## config.mk

```make
export PLATFORM = sky130hd
export DESIGN_NAME = ps2_mouse_packet_decoder
export DESIGN_NICKNAME = d
export VERILOG_FILES = /design/src/rtl/ps2_mouse_packet_decoder.sv
export SDC_FILE = /design/constraint.sdc
export NUM_CORES = 1
export LEC_CHECK = 0
export CORE_UTILIZATION = 30
export CTS_CLUSTER_SIZE = 30
export DETAILED_ROUTE_END_ITERATION = 12
export DONT_BUFFER_PORTS = 1
export MAX_ROUTING_LAYER = met4
export PLACE_DENSITY = 0.52
export SYNTH_ARGS = -nofsm -noshare
export SYNTH_HDL_FRONTEND = slang
export SYNTH_SLANG_ARGS = --single-unit
```

## constraint.sdc

```tcl
create_clock -name clk_25MHz -period 3.11 [get_ports clk_25MHz]
set_clock_uncertainty 0.2 [all_clocks]
set_input_delay 0.1555 -clock clk_25MHz [delete_from_list [all_inputs] [get_ports clk_25MHz]]
set_output_delay 0.1555 -clock clk_25MHz [all_outputs]
set_load 0.02 [all_outputs]
```

## src/rtl/ps2_mouse_packet_decoder.sv

```systemverilog
// PS/2 mouse receiver in the system clock domain: frame capture,
// packet assembly, paddle speed mapping, timeout resync and error codes.
module ps2_mouse_packet_decoder #(
    parameter int PACKET_BYTES   = 3,
    parameter int SPEED_WIDTH    = 8,
    parameter int AXIS           = 0,
    parameter int TIMEOUT_CYCLES = 25000,
    parameter int SYNC_STAGES    = 2
) (
    input  logic                   clk_25MHz,
    input  logic                   reset,
    input  logic                   ps2_clk,
    input  logic                   data_in,
    output logic                   paddle_dir,
    output logic [SPEED_WIDTH-1:0] paddle_speed,
    output logic [8:0]             x_delta,
    output logic [8:0]             y_delta,
    output logic [2:0]             buttons,
    output logic [3:0]             wheel,
    output logic                   new_output_flag,
    output logic                   error_flag,
    output logic [2:0]             error_code
);
    localparam int TW = $clog2(TIMEOUT_CYCLES + 1);
    localparam logic [9:0] SMAX = 10'((1 << SPEED_WIDTH) - 1);
    localparam logic [1:0] LAST = 2'(PACKET_BYTES - 1);

    typedef enum logic [1:0] {IDLE, SHIFT, CHECK} state_t;

    logic [SYNC_STAGES-1:0] clk_sync_q, dat_sync_q;
    logic                   clk_prev_q;
    logic                   ev, din, active;

    state_t          state_q, state_d;
    logic [3:0]      bit_q, bit_d;
    logic [9:0]      sh_q, sh_d;
    logic [1:0]      idx_q, idx_d;
    logic [3:0][7:0] pkt_q, pkt_d;
    logic [TW-1:0]   tmo_q, tmo_d;

    logic                   dir_q, dir_d;
    logic [SPEED_WIDTH-1:0] spd_q, spd_d;
    logic [8:0]             x_q, x_d, y_q, y_d;
    logic [2:0]             btn_q, btn_d;
    logic [3:0]             whl_q, whl_d;
    logic                   flag_q, flag_d;
    logic                   errf_q, errf_d;
    logic [2:0]             errc_q, errc_d;

    logic       err, pkt_ok, sel_sign, sel_ovf;
    logic [2:0] ecode;
    logic [7:0] sel_byte;
    logic [9:0] mag;

    assign ev     = clk_prev_q & ~clk_sync_q[SYNC_STAGES-1];
    assign din    = dat_sync_q[SYNC_STAGES-1];
    assign active = (state_q != IDLE) || (idx_q != 2'd0);

    always_ff @(posedge clk_25MHz) begin
        if (!reset) begin
            clk_sync_q <= '1;
            dat_sync_q <= '1;
            clk_prev_q <= 1'b1;
            state_q    <= IDLE;
            bit_q      <= '0;
            sh_q       <= '0;
            idx_q      <= '0;
            pkt_q      <= '0;
            tmo_q      <= '0;
            dir_q      <= 1'b0;
            spd_q      <= '0;
            x_q        <= '0;
            y_q        <= '0;
            btn_q      <= '0;
            whl_q      <= '0;
            flag_q     <= 1'b0;
            errf_q     <= 1'b0;
            errc_q     <= '0;
        end else begin
            clk_sync_q <= {clk_sync_q[SYNC_STAGES-2:0], ps2_clk};
            dat_sync_q <= {dat_sync_q[SYNC_STAGES-2:0], data_in};
            clk_prev_q <= clk_sync_q[SYNC_STAGES-1];
            state_q    <= state_d;
            bit_q      <= bit_d;
            sh_q       <= sh_d;
            idx_q      <= idx_d;
            pkt_q      <= pkt_d;
            tmo_q      <= tmo_d;
            dir_q      <= dir_d;
            spd_q      <= spd_d;
            x_q        <= x_d;
            y_q        <= y_d;
            btn_q      <= btn_d;
            whl_q      <= whl_d;
            flag_q     <= flag_d;
            errf_q     <= errf_d;
            errc_q     <= errc_d;
        end
    end

    always_comb begin
        state_d = state_q;
        bit_d   = bit_q;
        sh_d    = sh_q;
        idx_d   = idx_q;
        pkt_d   = pkt_q;
        tmo_d   = tmo_q;
        dir_d   = dir_q;
        spd_d   = spd_q;
        x_d     = x_q;
        y_d     = y_q;
        btn_d   = btn_q;
        whl_d   = whl_q;
        flag_d  = 1'b0;
        errf_d  = errf_q;
        errc_d  = errc_q;
        err     = 1'b0;
        ecode   = 3'd0;
        pkt_ok  = 1'b0;

        if (ev) tmo_d = '0;
        else if (active) tmo_d = tmo_q + 1'b1;

        unique case (state_q)
            IDLE: begin
                if (ev && !din) begin
                    state_d = SHIFT;
                    bit_d   = 4'd1;
                end else if (ev) begin
                    err   = 1'b1;
                    ecode = 3'd1;
                end
            end
            SHIFT: begin
                if (ev) begin
                    sh_d  = {din, sh_q[9:1]};
                    bit_d = bit_q + 4'd1;
                    if (bit_q == 4'd10) state_d = CHECK;
                end
            end
            CHECK: begin
                state_d = IDLE;
                if (!(^sh_q[8:0])) begin
                    err   = 1'b1;
                    ecode = 3'd2;
                end else if (!sh_q[9]) begin
                    err   = 1'b1;
                    ecode = 3'd3;
                end else if (idx_q == 2'd0 && !sh_q[3]) begin
                    err   = 1'b1;
                    ecode = 3'd4;
                end else begin
                    pkt_d[idx_q] = sh_q[7:0];
                    if (idx_q == LAST) begin
                        idx_d  = 2'd0;
                        pkt_ok = 1'b1;
                    end else begin
                        idx_d = idx_q + 2'd1;
                    end
                end
            end
            default: state_d = IDLE;
        endcase

        // An edge in the same cycle always rescues the frame
        if (!ev && active && tmo_q == TW'(TIMEOUT_CYCLES - 1)) begin
            err     = 1'b1;
            ecode   = 3'd5;
            state_d = IDLE;
            tmo_d   = '0;
            pkt_ok  = 1'b0;
        end

        if (err) begin
            idx_d  = 2'd0;
            errf_d = 1'b1;
            errc_d = ecode;
        end

        sel_sign = (AXIS != 0) ? pkt_d[0][5] : pkt_d[0][4];
        sel_ovf  = (AXIS != 0) ? pkt_d[0][7] : pkt_d[0][6];
        sel_byte = (AXIS != 0) ? pkt_d[2] : pkt_d[1];
        mag      = sel_sign ? (10'd256 - {2'b00, sel_byte})
                            : {2'b00, sel_byte};

        if (pkt_ok) begin
            x_d    = {pkt_d[0][4], pkt_d[1]};
            y_d    = {pkt_d[0][5], pkt_d[2]};
            btn_d  = pkt_d[0][2:0];
            whl_d  = (PACKET_BYTES == 4) ? pkt_d[3][3:0] : 4'd0;
            dir_d  = sel_sign;
            spd_d  = (sel_ovf || mag > SMAX) ? '1 : mag[SPEED_WIDTH-1:0];
            flag_d = 1'b1;
            errf_d = 1'b0;
            errc_d = 3'd0;
        end
    end

    assign paddle_dir      = dir_q;
    assign paddle_speed    = spd_q;
    assign x_delta         = x_q;
    assign y_delta         = y_q;
    assign buttons         = btn_q;
    assign wheel           = whl_q;
    assign new_output_flag = flag_q;
    assign error_flag      = errf_q;
    assign error_code      = errc_q;
endmodule

```

==> summary.md, run 1 <==
| Metric | Value |
|---|---|
| Rows | `41` |
| Peak VDD IR | `0.255 mV` |
| Synth unique cells | `60` |
| Worst min path class | `primary input to flip-flop` |
| CTS tree | `yes` |
| Number of global-route vias before repair | `2,732` |
| Crit path required time | `3.20 ns` |
| Die Ht | `117 um` |
| PwrDens | `504 nW/um2` |
| Relative slew margins | `0.518` |
| Worst slew pin tran | `0.716 ns` |
| Root Buffer | `clkbuf_16` |
| Post-Place Cells | `594` |
| Routed wire length | `9080 um` |
| Yosys Warn Count | `0` |
| Clock latency on the worst-skew pair | `0.34 ns` |
| Setup CP Type | `flip-flop to flip-flop` |
| WL/cell | `14.8 um` |
| GP Congestion | `0.809` |
| Status | `completed` |
| ANT nets after route | `0` |
| Max-cap violations | `0` |
| Total track usage | `0.144` |
| EDFF count, synth | `0` |
| 1st-pass router iterations | `4` |
| Vias per inst | `4.84` |
| Number of antenna violations at the first check in global routing | `0` |
| Setup repair bufs after CTS | `0` |
| Final Cycle Share | `0.931` |
| R2R cell count | `10` |
| Fmax | `345 MHz` |
| Synth Register Bits | `86` |
| Post-route minimum period | `2.90 ns` |
| Synth async-reset ratio | `0` |
| Buffers on Ports | `0` |
| Fin. Hold Viols | `0` |
| Number of diodes | `0` |
| R2R Path End | `paddle_speed[6]` |
| Clock sinks | `86` |
| RR Startpoint | `sh_q[0]` |
| Lkg Pwr | `1.81 nW` |
| # DRC | `0` |
| Half-perimeter wire length after placement | `6460 um` |
| Post-Layout Cell Count | `612` |
| Max Fanout on Critical Path | `4` |
| Clock tree buffer depth | `2` |
| Total grt overflow | `0` |
| First-pass GRT wire length | `14,300 um` |
| Min-Delay Startpoint | `reset` |
| Vias | `2,960` |
| Final setup vio count | `0` |
| Synth Flop Type | `dfxtp_1` |
| Net count, final | `445` |
| Post-synthesis sequential area ratio | `0.434` |
| Largest net degree at the start of global routing | `42` |
| Crit path arrival time | `2.98 ns` |
| Mean Syn Cell Area | `9.23 um2` |
| Worst setup EP type | `flip-flop` |
| Syn-to-layout area delta | `15.2%` |
| Share of layout cells above drive strength 1 | `0.127` |
| RSZ-0062 raised after global routing | `false` |
| H-tree depth | `3` |
| WHS Path Cells | `2` |
| Clk slew on worst S/H paths | `0.06 ns` |
| Final Slew Violations | `0` |
| Die ar. | `13,700 um2` |
| Reg-to-reg slack, setup | `0.21 ns` |
| Initial Util | `0.311` |
| Setup TNS | `0 ns` |
| Ports | `43` |
| Syn Inst Count | `430` |
| Die X | `117 um` |
| CTS buffer count | `9` |
| Initial DRC Count | `143` |
| Critical Path Start Type | `flip-flop` |
| Hold Crit Endpoint | `y_delta[7]` |
| Core footprint | `12,800 um2` |
| Synth Cell Area | `3970 um2` |
repair_timing:
action                                  in CTS  in global routing
gates resized for setup                      0                  2
endpoints found under the setup margin       0                 11
hold buffers                                 4                  0
hold endpoints to repair                    49                  0
per-stage QoR:
stage	instance area, um2	worst slack (ns)	utilization	hold slack (ns)	total power, mW
3_5_place_dp	4200	0.177	0.329	0.0383	1.17
6_report	4570	0.214	0.358	0.0702	2.30
4_1_cts	4560	0.154	0.357	0.127	2.33
3_3_place_gp	4200	0.253	0.329	0.0382	1.17
5_1_grt	4570	0.0201	0.358	0.0784	2.38
2_1_floorplan	4030	0.0162	-	0.0570	1.17
sequential cells by signal (all words and copies together), names as in the netlist, 3 cells and up:
| name | cells |
|---|---|
| paddle_speed | 8 |
| sh_q | 10 |
| tmo_q | 15 |
| error_code | 3 |
| x_delta | 8 |
| buttons | 3 |
| bit_q | 4 |
| y_delta | 9 |
| pkt_q | 14 |
metal layers:
layer / vias up / GRT usage / wire length [um]
met3: 6 / 0.0433 / 474
met5: - / - / 0
met4: 0 / 0.0464 / 87
met2: 63 / 0.213 / 3980
met1: 1405 / 0.188 / 4540
li1: 1486 / - / -
worst max path at each step:
stage / from / endpoint / slack, ns / cells after the start
3_5_place_dp: sh_q[0] / paddle_speed[2] / 0.18 / 10
2_1_floorplan: sh_q[1] / paddle_speed[6] / 0.02 / 12
6_report: sh_q[0] / paddle_speed[6] / 0.21 / 10
3_3_place_gp: sh_q[1] / paddle_speed[2] / 0.25 / 10
5_1_grt: state_q[1] / paddle_speed[6] / 0.02 / 11
4_1_cts: sh_q[0] / paddle_speed[2] / 0.15 / 10
worst max-delay path: stages (launching register included):
cell and delay, ns:
dfxtp_1 0.35, xnor2_1 0.12, xnor3_2 0.46, mux2_4 0.36
mux2i_4 0.21, ha_2 0.25, nand3_1 0.07, mux2_2 0.30
nor3b_1 0.15, a2111oi_2 0.21, a221o_1 0.15
final cells by class:
type	instances	area [um2]
Timing Repair Buffer	26	215
Clock inverter	3	68.8
Sequential cell	86	1720
Multi-Input combinational cell	310	2090
Fill cell	1291	8200
Inverter	4	15.0
Clock buffer	11	243
Tap cell	172	215
report_power, final:
part	leakage [nW]	switching (mW)	internal [mW]
registers	0.694	0.00415	1.11
logic	0.969	0.0286	0.0164
clock network	0.152	0.428	0.720
placed cells by master, fill, tap and decap left out, drive strengths merged, types with 4 or more instances in the layout:
cell type / count
ha: 4
nor2: 37
xnor2: 9
nand3: 10
inv: 5
o21ai: 15
nand2b: 9
o211a: 5
a21boi: 11
nor2b: 17
nand2: 65
mux2: 5
nor3: 8
and4: 5
conb: 4
buf: 23
clkbuf: 11
nand4: 4
mux2i: 24
a21oi: 10
xor2: 17
dfxtp: 86
a22o: 8
synthesized netlist by cell type, types with 2 or more instances:
master	count	share of area
a21boi_0	11	0.021
a21oi_1	10	0.013
a22o_1	8	0.018
and2_1	3	0.0047
and3_1	3	0.0047
and4_1	5	0.011
buf_2	4	0.0050
buf_4	6	0.011
buf_6	5	0.014
clkbuf_1	18	0.017
dfxtp_1	86	0.43
ha_1	4	0.013
inv_1	3	0.0028
mux2_2	3	0.0085
mux2i_1	23	0.058
nand2_1	65	0.061
nand2b_1	9	0.014
nand3_1	9	0.011
nand3b_1	2	0.0038
nand4_1	4	0.0063
nor2_1	37	0.035
nor2b_1	17	0.027
nor3_1	8	0.010
nor3b_1	2	0.0038
nor4_1	3	0.0047
nor4bb_1	2	0.0050
o2111ai_1	2	0.0044
o211a_1	5	0.013
o211ai_1	2	0.0038
o21ai_0	5	0.0063
o21ai_1	10	0.013
o221ai_1	2	0.0044
o31a_1	2	0.0044
or3_1	3	0.0047
or4_1	2	0.0038
xnor2_1	7	0.015
xnor2_2	2	0.0082
xor2_1	16	0.035
kinds of logic after synthesis:
logic type,synth area share
buf+inv,0.0514
compound gates,0.119
other cells,0.000945
fa+ha+maj,0.0126
simple gates,0.223
flops,0.434
mux,0.0788
xor+xnor,0.0807
Note: power is estimated with default switching activity, not from simulation.
==> run 2: changes to the inputs <==
- PLACE_DENSITY: 0.52 -> not set
- SETUP_SLACK_MARGIN: not set -> 0.3
==> summary.md, run 2 (same netlist as run 1, synthesis figures left out) <==
| Metric | Value |
|---|---|
| Status | `completed` |
| Area of the multi-input gates | `2150 um2 (+2.9%)` |
| Met3 Wirelength | `549 um (+16%)` |
| Crit path arrival time | `2.93 ns (-0.05 ns)` |
| Fillers | `1,247 (-3.4%)` |
| Most frequent cells in the layout | `dfxtp_1, nand2_1, nor2_1` |
| Routed wire length | `9120 um (+0.44%)` |
| Initial DRC Count | `150 (+4.9%)` |
| Number of diodes | `0 (unchanged)` |
| Syn-to-layout area delta | `18.2%` |
| Final Cycle Share | `0.915 (-0.0163)` |
| ANT nets after route | `0 (unchanged)` |
| CTS buffer count | `9 (unchanged)` |
| Die ar. | `13,700 um2 (unchanged)` |
| Ports | `43 (unchanged)` |
| Core footprint | `12,800 um2 (unchanged)` |
| Half-perimeter wire length after placement | `6150 um (-4.8%)` |
| Worst slew pin tran | `1.13 ns (+0.416 ns)` |
| Setup CP Type | `flip-flop to flip-flop` |
| Vias | `2,969 (+0.30%)` |
| Clock latency on the worst-skew pair | `0.34 ns (about the same)` |
| Most common cell on crit path | `mux2_4` |
| Commonest non-fill, non-tap cell in the layout | `dfxtp_1` |
| Critical-path top delay cell | `xnor3_2` |
| PwrDens | `460 nW/um2 (-8.6%)` |
| # DRC | `0 (unchanged)` |
| Clock tree buffer depth | `2 (unchanged)` |
| Lkg Pwr | `1.84 nW (+1.4%)` |
| Final setup vio count | `0 (unchanged)` |
| Post-route minimum period | `2.84 ns (-0.0507 ns)` |
| Number of antenna violations at the first check in global routing | `1 (+1)` |
| WHS | `0.0661 ns (-0.00410 ns)` |
| CP Cell Sequence | `xnor2_2 > xnor3_2 > mux2_4 > mux2i_4 > ha_4 > nand3_2 > mux2_4 > nor3b_1 > a2111oi_2 > a221o_1` |
| Top Metal Used | `met4` |
| Largest register FFs | `15 (unchanged)` |
| Root Buffer | `clkbuf_16` |
| Final instance area | `4690 um2 (+2.6%)` |
| Vias per inst | `4.77 (-1.5%)` |
| Worst setup EP type | `flip-flop` |
| Rows | `41 (unchanged)` |
| Max-cap violations | `0 (unchanged)` |
| GP Congestion | `0.791 (-2.2%)` |
| Total track usage | `0.149 (+0.00520)` |
| Post-Place Cells | `593 (-0.17%)` |
| Number of global-route vias before repair | `2,858 (+4.6%)` |
| 1st-pass router iterations | `5 (+1)` |
| Met2 routed WL | `4030 um (+1.2%)` |
| Placed cell area | `4220 um2 (+0.45%)` |
| Post-Layout Cell Count | `623 (+1.8%)` |
| Top flop regs | `tmo_q x15, pkt_q x14, sh_q x10` |
| First-pass GRT wire length | `14,900 um (+3.9%)` |
| Reg area | `1730 um2 (+0.22%)` |
| H-tree depth | `3 (unchanged)` |
| Peak VDD IR | `0.204 mV (-20%)` |
| Clock sinks | `86 (unchanged)` |
| Crit path required time | `3.20 ns (about the same)` |
| Worst min path class | `primary input to flip-flop` |
| Clk slew on worst S/H paths | `0.07 ns (about the same)` |
| Max incr delay on CP | `0.46 ns (about the same)` |
| Buffers on Ports | `0 (unchanged)` |
| Initial Util | `0.311 (unchanged)` |
| Critical Path Start Type | `flip-flop` |
| Buf/Inv on CP | `0 (unchanged)` |
| Share of layout cells above drive strength 1 | `0.164 (+0.0368)` |
| CTS tree | `yes` |
| Largest net degree at the start of global routing | `36 (-14%)` |
| Fmax | `352 MHz (+1.8%)` |
| Total grt overflow | `0 (unchanged)` |
| Relative slew margins | `0.243 (-0.275)` |
| WL/cell | `14.6 um (-1.3%)` |
| Met1 wire length | `4370 um (-3.8%)` |
| Net count, final | `454 (+2.0%)` |
| Biggest register | `tmo_q` |
| Die Ht | `117 um (unchanged)` |
| RSZ-0062 raised after global routing | `true` |
| Fin. Hold Viols | `0 (unchanged)` |
| Die X | `117 um (unchanged)` |
| Max Fanout on Critical Path | `4 (unchanged)` |
| Setup TNS | `0 ns (unchanged)` |
| CP top delay family | `multiplexers` |
| Final Slew Violations | `0 (unchanged)` |
[run 2: cell count changes in the layout (fill, tap and decap cells not counted), sizes merged]
| cell | delta |
|---|---|
| buf | +5 |
| bufinv | -2 |
| clkbuf | -1 |
| clkinv | +2 |
| clkinvlp | +3 |
| dlygate4sd3 | +4 |
[run 2: repair_timing]
item,4_1_cts,5_1_grt
cloned,0,0
hold buffers,8,0
buffers inserted,6,0
hold endpoints to repair,49,0
endpoints found under the setup margin,16,8
gates resized for setup,12,2
pin swaps,1,0
[run 2: layer usage]
metal / GRT usage / vias up
met5: - / -
met4: 0.0785 / 0
met3: 0.0288 / 10
met2: 0.221 / 70
met1: 0.193 / 1389
li1: - / 1500
[run 2: cell type report]
class / count / share of cell area
inverters: 4 / 0.00320
clock buffers: 10 / 0.0488
flip-flops and latches: 86 / 0.368
well taps: 172 / 0.0459
repair buffers: 35 / 0.0651
clock inverters: 6 / 0.0101
multi-input cells: 310 / 0.459
[run 2: power breakdown]
part	internal, mW	leakage, nW	switching, mW
sequential	1.11	0.695	0.00469
combinational	0.0196	1.02	0.0289
clock	0.546	0.127	0.453
total	1.67	1.84	0.487
[run 2: per-stage QoR]
step	utilization	worst slack [ns]	power (mW)
floorplan	-	0.0643	1.17
global placement	0.330	0.206	1.17
detailed placement	0.330	0.108	1.17
CTS	0.367	0.261	2.18
global route	0.367	0.100	2.23
finish	0.367	0.265	2.16
[run 2: final timing paths]
check	end	cells past startpoint	slack, ns	from
setup / recovery	paddle_speed[6]	10	0.27	sh_q[1]
hold / removal	y_delta[2]	2	0.07	reset
setup reg to reg	paddle_speed[6]	10	0.27	sh_q[1]
hold reg to reg	clk_prev_q	1	0.27	clk_sync_q[1]
==> run 3: changes to the inputs <==
- RECOVER_POWER: not set -> 50
==> summary.md, run 3 (same netlist as run 1, synthesis figures left out) <==
| Metric | Value |
|---|---|
| Largest net degree at the start of global routing | `36 (unchanged)` |
| Worst slew pin tran | `1.14 ns (+0.00918 ns)` |
| Worst min path class | `primary input to flip-flop` |
| CTS buffer count | `9 (unchanged)` |
| Fin. Hold Viols | `0 (unchanged)` |
| Vias | `2,972 (+0.10%)` |
| Ports | `43 (unchanged)` |
| Max-cap violations | `0 (unchanged)` |
| First-pass GRT wire length | `14,900 um (unchanged)` |
| Max Fanout on Critical Path | `4 (unchanged)` |
| Routed wire length | `9120 um (about the same)` |
| Final setup vio count | `0 (unchanged)` |
| Buffers on Ports | `0 (unchanged)` |
| Setup TNS | `0 ns (unchanged)` |
| Rows | `41 (unchanged)` |
| Core footprint | `12,800 um2 (unchanged)` |
| PwrDens | `461 nW/um2 (+0.19%)` |
| # DRC | `0 (unchanged)` |
| Initial Util | `0.311 (unchanged)` |
| Final Cycle Share | `0.917 (+0.00210)` |
| Share of layout cells above drive strength 1 | `0.160 (-0.00443)` |
| GP Congestion | `0.791 (unchanged)` |
| Net count, final | `454 (unchanged)` |
| Lkg Pwr | `1.84 nW (about the same)` |
| Number of antenna violations at the first check in global routing | `1 (unchanged)` |
| Setup CP Type | `flip-flop to flip-flop` |
| Global Route met3 Usage | `0.0288 (unchanged)` |
| Relative slew margins | `0.237 (-0.00614)` |
| Fmax | `351 MHz (-0.23%)` |
| Top flop regs | `tmo_q x15, pkt_q x14, sh_q x10` |
| Syn-to-layout area delta | `17.9%` |
| Die ar. | `13,700 um2 (unchanged)` |
| Largest register FFs | `15 (unchanged)` |
| Commonest non-fill, non-tap cell in the layout | `dfxtp_1` |
| Critical Path Start Type | `flip-flop` |
| CTS tree | `yes` |
| Most frequent cells in the layout | `dfxtp_1, nand2_1, nor2_1` |
| Post-route minimum period | `2.85 ns (+0.00653 ns)` |
| 1st-pass router iterations | `5 (unchanged)` |
| Clock sinks | `86 (unchanged)` |
| Crit path required time | `3.20 ns (about the same)` |
| Number of diodes | `0 (unchanged)` |
| Initial DRC Count | `148 (-1.3%)` |
| Die Ht | `117 um (unchanged)` |
| Die X | `117 um (unchanged)` |
| Crit path arrival time | `2.94 ns (about the same)` |
| Clock tree buffer depth | `2 (unchanged)` |
| Biggest register | `tmo_q` |
| Gr busiest metal | `met2` |
| Half-perimeter wire length after placement | `6150 um (unchanged)` |
| H-tree depth | `3 (unchanged)` |
| Status | `completed` |
| WL/cell | `14.6 um (about the same)` |
| Met2 Use GR | `0.221 (unchanged)` |
| Total grt overflow | `0 (unchanged)` |
| GR Util met1 | `0.193 (unchanged)` |
| Total track usage | `0.149 (unchanged)` |
| Vias per inst | `4.77 (+0.10%)` |
| Clk slew on worst S/H paths | `0.06 ns (about the same)` |
| Clock latency on the worst-skew pair | `0.34 ns (about the same)` |
| Peak VDD IR | `0.204 mV (about the same)` |
| ANT nets after route | `0 (unchanged)` |
| Number of global-route vias before repair | `2,858 (unchanged)` |
| Final Slew Violations | `0 (unchanged)` |
| Worst setup EP type | `flip-flop` |
| RSZ-0062 raised after global routing | `true` |
| Fin util | `0.366 (-0.000882)` |
| Root Buffer | `clkbuf_16` |
==> run 3: cell counts in the layout (fill, tap and decap cells not counted) <==
No cell type changed its count.
==> run 3: layout make-up <==
type / count / area (um2)
timing repair buffer: 35 / 305
sequential: 86 / 1730
clock buffer: 10 / 229
multi-input combinational: 310 / 2140
clock inverter: 6 / 47.5
fill: 1249 / 8090
tap: 172 / 215
inverter: 4 / 15.0
==> run 3: power by group <==
part	internal, mW	switching [mW]	leakage (nW)
sequential	1.11	0.00468	0.695
combinational	0.0195	0.0290	1.02
clock	0.546	0.452	0.127
==> run 3: worst max-delay path, cell delays in order, from the launching register on <==
cell and delay, ns:
dfxtp_2 0.32, xnor2_1 0.14, xnor3_2 0.47, mux2_4 0.38
mux2i_4 0.23, ha_4 0.18, nand3_2 0.05, mux2_4 0.29
nor3b_1 0.15, a2111oi_2 0.22, a221o_1 0.15
==> run 3: final timing paths <==
check,start,endpoint,slack [ns],cells past startpoint
min,reset,y_delta[2],0.07,2
max,sh_q[1],paddle_speed[6],0.26,10
min reg2reg,clk_sync_q[1],clk_prev_q,0.27,1
max reg2reg,sh_q[1],paddle_speed[6],0.26,10
==> run 3: layer usage <==
metal	part of all wire	up-vias	routed length (um)
li1	-	1500	-
met3	0.056	10	508
met4	0.019	0	175
met2	0.45	65	4060
met1	0.48	1397	4380
met5	0	-	0
==> run 3: metrics by stage <==
stage | setup WS [ns] | instances | power [mW] | area [um2] | hold slack, ns
floorplan | 0.0643 | 433 | 1.17 | 4060 | 0.0570
global placement | 0.206 | 593 | 1.17 | 4220 | 0.0361
detailed placement | 0.108 | 593 | 1.17 | 4220 | 0.0381
CTS | 0.261 | 623 | 2.18 | 4680 | 0.0632
global route | 0.0803 | 623 | 2.23 | 4680 | 0.0851
finish | 0.259 | 623 | 2.16 | 4680 | 0.0670
==> run 3: what timing repair did <==
action	4_1_cts	5_1_grt
hold buffers	8	0
endpoints found under the hold margin	49	0
pin swaps	1	0
buffers inserted	6	0
setup endpoints to repair	16	8
resized for setup	12	2
